<file path="src/rtl/imem_fetch_ctrl_pkg.sv">
// Shared definitions for the instruction fetch controller:
// FSM state encoding, opcode field position, default halt opcode.
package imem_fetch_ctrl_pkg;

  typedef enum logic [1:0] {
    ST_IDLE   = 2'd0,
    ST_RUN    = 2'd1,
    ST_HALTED = 2'd2
  } fetch_state_t;

  localparam int OPC_MSB = 15;
  localparam int OPC_LSB = 12;

  localparam logic [3:0] HALT_OPC_DEF = 4'hF;

  function automatic logic [3:0] opc_of(
    input logic [15:0] instr
  );
    return instr[OPC_MSB:OPC_LSB];
  endfunction

endpackage

</file>
<file path="src/rtl/imem_fetch_ctrl_perf_cnt.sv">
// Saturating fetch/stall event counters for the fetch controller.
// Ports: clk, rst_n, fetch_inc, stall_inc -> fetch_cnt, stall_cnt.
// Compiled only when FETCH_PERF_CNT_EN is defined.
`ifdef FETCH_PERF_CNT_EN
module fetch_perf_cnt
  import imem_fetch_ctrl_pkg::*;
(
  input  logic        clk,
  input  logic        rst_n,
  input  logic        fetch_inc,
  input  logic        stall_inc,
  output logic [15:0] fetch_cnt,
  output logic [15:0] stall_cnt
);

  localparam logic [15:0] CNT_MAX = 16'hFFFF;

  always_ff @(posedge clk or negedge rst_n) begin
    if (!rst_n) begin
      fetch_cnt <= 16'h0000;
      stall_cnt <= 16'h0000;
    end else begin
      if (fetch_inc && (fetch_cnt != CNT_MAX))
        fetch_cnt <= fetch_cnt + 16'h0001;
      if (stall_inc && (stall_cnt != CNT_MAX))
        stall_cnt <= stall_cnt + 16'h0001;
    end
  end

endmodule
`endif

</file>
<file path="src/rtl/imem_fetch_ctrl.sv">
// Instruction fetch controller: IDLE/RUN/HALTED FSM driving a
// combinational-read instruction memory into a one-entry output slot.
// Ports: clk, rst_n, start, imem_addr/imem_instr, redirect_valid/addr,
//        out_valid/out_ready/out_instr/out_pc, halted.
// Optional FETCH_PERF_CNT_EN adds fetch_cnt and stall_cnt outputs.
module imem_fetch_ctrl
  import imem_fetch_ctrl_pkg::*;
#(
  parameter logic [7:0] RESET_PC = 8'h00,
  parameter logic [3:0] HALT_OPC = HALT_OPC_DEF
) (
  input  logic        clk,
  input  logic        rst_n,
  input  logic        start,
  output logic [7:0]  imem_addr,
  input  logic [15:0] imem_instr,
  input  logic        redirect_valid,
  input  logic [7:0]  redirect_addr,
  output logic        out_valid,
  input  logic        out_ready,
  output logic [15:0] out_instr,
  output logic [7:0]  out_pc,
  output logic        halted
`ifdef FETCH_PERF_CNT_EN
  ,
  output logic [15:0] fetch_cnt,
  output logic [15:0] stall_cnt
`endif
);

  fetch_state_t state;
  logic [7:0]   pc;
  logic         slot_free;
  logic         capture;
  logic         is_halt;

  assign imem_addr = pc;
  assign slot_free = !out_valid || out_ready;
  assign is_halt   = (opc_of(imem_instr) == HALT_OPC);

  // A redirect always wins, so no capture happens in that cycle.
  assign capture = (state == ST_RUN) && slot_free
                   && !redirect_valid;

  always_ff @(posedge clk or negedge rst_n) begin
    if (!rst_n) begin
      state     <= ST_IDLE;
      pc        <= RESET_PC;
      out_valid <= 1'b0;
      out_instr <= 16'h0000;
      out_pc    <= 8'h00;
      halted    <= 1'b0;
    end else if (redirect_valid) begin
      pc <= redirect_addr;
      // In IDLE only the PC is preloaded; fetch still waits for start.
      if (state != ST_IDLE) begin
        state     <= ST_RUN;
        halted    <= 1'b0;
        out_valid <= 1'b0;
      end
    end else begin
      unique case (state)
        ST_IDLE: begin
          if (slot_free)
            out_valid <= 1'b0;
          if (start)
            state <= ST_RUN;
        end
        ST_RUN: begin
          if (slot_free) begin
            out_instr <= imem_instr;
            out_pc    <= pc;
            out_valid <= 1'b1;
            pc        <= pc + 8'd1;
            // The halt word itself is delivered; fetch stops after it.
            if (is_halt) begin
              state  <= ST_HALTED;
              halted <= 1'b1;
            end
          end
        end
        ST_HALTED: begin
          if (slot_free)
            out_valid <= 1'b0;
        end
        default: begin
          state  <= ST_IDLE;
          halted <= 1'b0;
        end
      endcase
    end
  end

`ifdef FETCH_PERF_CNT_EN
  logic stall;

  assign stall = (state == ST_RUN) && out_valid
                 && !out_ready;

  fetch_perf_cnt u_perf (
    .clk       (clk),
    .rst_n     (rst_n),
    .fetch_inc (capture),
    .stall_inc (stall),
    .fetch_cnt (fetch_cnt),
    .stall_cnt (stall_cnt)
  );
`else
  logic unused_capture;
  assign unused_capture = capture;
`endif

endmodule

</file>
<file path="config.mk">
export PLATFORM = sky130hd
export DESIGN_NAME = imem_fetch_ctrl
export DESIGN_NICKNAME = d
export VERILOG_FILES = /design/src/rtl/imem_fetch_ctrl_pkg.sv /design/src/rtl/imem_fetch_ctrl_perf_cnt.sv /design/src/rtl/imem_fetch_ctrl.sv
export SDC_FILE = /design/constraint.sdc
export NUM_CORES = 1
export LEC_CHECK = 0
export ABC_AREA = 1
export ABC_CLOCK_PERIOD_IN_PS = 3000
export BUFFER_PORTS_ARGS = -buffer_cell sky130_fd_sc_hd__buf_2
export CAP_MARGIN = 20
export CORE_ASPECT_RATIO = 2
export CORE_UTILIZATION = 40
export DETAILED_ROUTE_END_ITERATION = 6
export MAX_ROUTING_LAYER = met4
export PLACE_DENSITY = 0.69
export REMOVE_ABC_BUFFERS = 1
export SYNTH_ARGS = -nofsm -noshare
export SYNTH_HDL_FRONTEND = slang
export SYNTH_SLANG_ARGS = --single-unit
</file>
<file path="constraint.sdc">
create_clock -name clk -period 3 [get_ports clk]
set_input_delay 0.6 -clock clk [delete_from_list [all_inputs] [get_ports clk]]
set_output_delay 0.6 -clock clk [all_outputs]
set_load 0.005 [all_outputs]
</file>
==> results.sh <==
export IMPL_crit_buf_inv=3
export IMPL_p_seq_share_pct=42.4
export IMPL_switching_share_pct=39.6
export IMPL_setup_viol=0
export IMPL_r2r_end="out_pc[0]"
export IMPL_ctsResizeCount=0
export IMPL_p_comb_share_pct=40.6
export IMPL_grt_use_total_pct=18.5
export IMPL_clock_sinks=36
export IMPL_ys_top_cells_by_area="dfrtp_1 51%, nand2_1 20%, o21ai_2 4.5%"
export IMPL_switching_power_uw=814
export IMPL_final_cells=334
export IMPL_dp_hpwl_um=2820
export IMPL_cts_tree="yes"
export IMPL_final_cell_mix="94 x nand2_1, 62 x buf_2, 36 x dfrtp_1"
export IMPL_cts_setup_buffers=0
export IMPL_wl_um=3760
export IMPL_wire_per_inst_um=11.3
export IMPL_muxShareOfSynthArea_pct=0
export IMPL_yosysUniqueCellTypes=21
export IMPL_route_vias_total=1557
export IMPL_ys_seq_elements=36
export IMPL_grt_overflow=0
export IMPL_cap_violations=0
export IMPL_diodes=0
export IMPL_clockPowerShare_pct=16.9
export IMPL_syn2layout_area_growth_pct=23.9
export IMPL_tightest_slew_ns=0.793
export IMPL_crit_family="buffers and inverters"
export IMPL_status="complete, no violations"
export IMPL_pwr_density_cell_mw_per_mm2=945
export IMPL_rrSetupSlack_ns=1.31
export IMPL_clock_skew_final_ns=0.00617
export IMPL_dp_slack_ns=0.802
export IMPL_fin_ws_ns=1.13
export IMPL_intPower_mw=1.24
export IMPL_die_area_sq_mm=0.00467
export IMPL_numCtsBuffers=5
export IMPL_antenna_found_initial=0
export IMPL_yosysTopAreaCell="dfrtp_1"
export IMPL_leakage_nw=1.24
export IMPL_reg2reg_depth=7
export IMPL_cpPeakStageDelay_ns=0.38
export IMPL_drive_gt1_share_pct=31.6
export IMPL_io_buffers=62
export IMPL_globalplace_congestion=0.772
export IMPL_clkTransAtPathRegs_ns=0.07
export IMPL_r2r_start="state[0]"
export IMPL_hold_class="input port to asynchronous set/reset pin"
export IMPL_slew_headroom_pct=47.2
export IMPL_antenna_left=0
export IMPL_synth_area_sq_mm=0.00176
export IMPL_drt_iter0_drc=39
export IMPL_grtUsageMet1_pct=19.5
export IMPL_grt_pass1_vias=1408
export IMPL_grt_pass1_wl_um=6290
export IMPL_die_height_um=95.7
export IMPL_cp_start_kind="input port"
export IMPL_synth_top_area_share_pct=51.3
export IMPL_viasPerCell=4.66
export IMPL_grt_max_degree=37
export IMPL_synth_xor_area_share_pct=0
export IMPL_cp_slowest_cell="nor2_4"
export IMPL_yosysWarningCount=0
export IMPL_insertion_delay_ns=0.28
export IMPL_synthAdderAreaFrac_pct=0.713
export IMPL_start_util_pct=42.1
export IMPL_seq_area_sq_um=901
export IMPL_crit_arrival_ns=2.04
export IMPL_multi_input_area_sq_um=732
export IMPL_synth_simple_gate_area_share_pct=32.6
export IMPL_row_count=33
export IMPL_criticalPathCategory="input port to flop"
export IMPL_fin_crit_ns=1.87
export IMPL_fin_util_pct=52.2
export IMPL_fmax_ghz=0.536
export IMPL_synth_compound_area_share_pct=8.34
export IMPL_cp_required_ns=3.17
export IMPL_synth_top_family_by_area="simple AND/OR/NAND/NOR gates"
export IMPL_cp_max_fo=33
export IMPL_dp_cells=326
export IMPL_ir_worst_vdd_mv=0.497
export IMPL_timing_setup_tns_ns=0
export IMPL_cts_root_buffer="clkbuf_8"
export IMPL_met2_usage_pct=32.4
export IMPL_seq_area_frac_synth_pct=51.3
export IMPL_hold_viol_final=0
export IMPL_firstDrtPassIters=4
export IMPL_end_kind="flop"
export IMPL_mostFrequentLayoutCell="nand2_1"
export IMPL_postCtsHoldBufs=0
export IMPL_path_cells="buf_2 -> inv_1 -> nand2_2 -> nor2_4 -> inv_4 -> nand2_1 -> o21ai_2"
export IMPL_ctsLongestPathBuffers=2
export IMPL_maxSlewViolCount=0
export IMPL_synthCells=218
export IMPL_finalCritPeriodShare_pct=62.2
export IMPL_drc_errors=0
export IMPL_grt_busiest_layer="met2"
export IMPL_core_area_sq_mm=0.00417
export IMPL_die_w_um=48.8
export IMPL_num_io_pins=63
export IMPL_htreeDepth=2
export IMPL_use_met3_pct=3.19
export IMPL_syn_area_per_cell_sq_um=8.05
export IMPL_rsz0062_at_grt="no"
export IMPL_n_fill_cell=439
export IMPL_layout_nets=311
## per-stage QoR
step	power, mW	hold slack [ns]	cell area (sq um)
after floorplan	1.37	0.304	1710
after global placement	1.71	0.449	2080
after detailed placement	1.73	0.454	2080
after CTS	2.09	0.424	2180
after global routing	2.25	0.448	2180
final	2.06	0.395	2180
## flip-flops by register name, summed over array words and instances (netlist names)
signal	flops
state	2
halted	1
out_instr	16
out_valid	1
out_pc	8
imem_addr	8
## metal layers
metal  share of wire [%]  vias up
li1                    -      804
met1                  40      706
met2                  54       41
met3                 3.5        6
met4                 2.2        0
met5                   0        -
## synth_stat cells (all sizes together)
| cell type | number |
|---|---|
| buf | 4 |
| ha | 1 |
| nor2 | 17 |
| nand4 | 3 |
| clkbuf | 2 |
| nand3 | 14 |
| o211ai | 2 |
| a21oi | 1 |
| nand2 | 100 |
| or2 | 1 |
| o21ai | 17 |
| dfrtp | 36 |
| inv | 19 |
| a22oi | 1 |
## layout make-up
cell class | count | area share [%]
flip-flops and latches | 36 | 41.4
multi-input cells | 157 | 33.6
repair buffers | 62 | 14.3
clock inverters | 1 | 0.345
clock buffers | 7 | 3.97
well taps | 52 | 2.99
inverters | 19 | 3.39
## power groups by stage
stage / combinational (mW) / sequential, mW / clock, mW
after CTS: 0.851 / 0.875 / 0.361
after detailed placement: 0.849 / 0.882 / 0
final: 0.836 / 0.873 / 0.348
after floorplan: 0.493 / 0.882 / 0
after global routing: 0.961 / 0.904 / 0.389
after global placement: 0.832 / 0.879 / 0
## how the worst max path moves through the flow
stage	to	slack (ns)	cells after the start	start
global route	out_pc[7]	0.92	7	redirect_valid
CTS	out_pc[7]	1.10	7	redirect_valid
detailed placement	out_pc[0]	0.80	7	redirect_valid
floorplan	out_pc[0]	1.32	6	redirect_valid
global placement	out_pc[7]	0.84	7	redirect_valid
finish	out_pc[0]	1.13	7	redirect_valid
## cell families (layout without fill, tap and decap cells)
group / count (synthesis) / count (layout)
AND/OR/NAND/NOR: 135 / 135
flip-flops: 36 / 36
adder cells (fa/ha/maj): 1 / 1
buffers and inverters: 25 / 89
AO/OA/AOI/OAI: 21 / 21
Note: power is estimated with default switching activity, not from simulation.
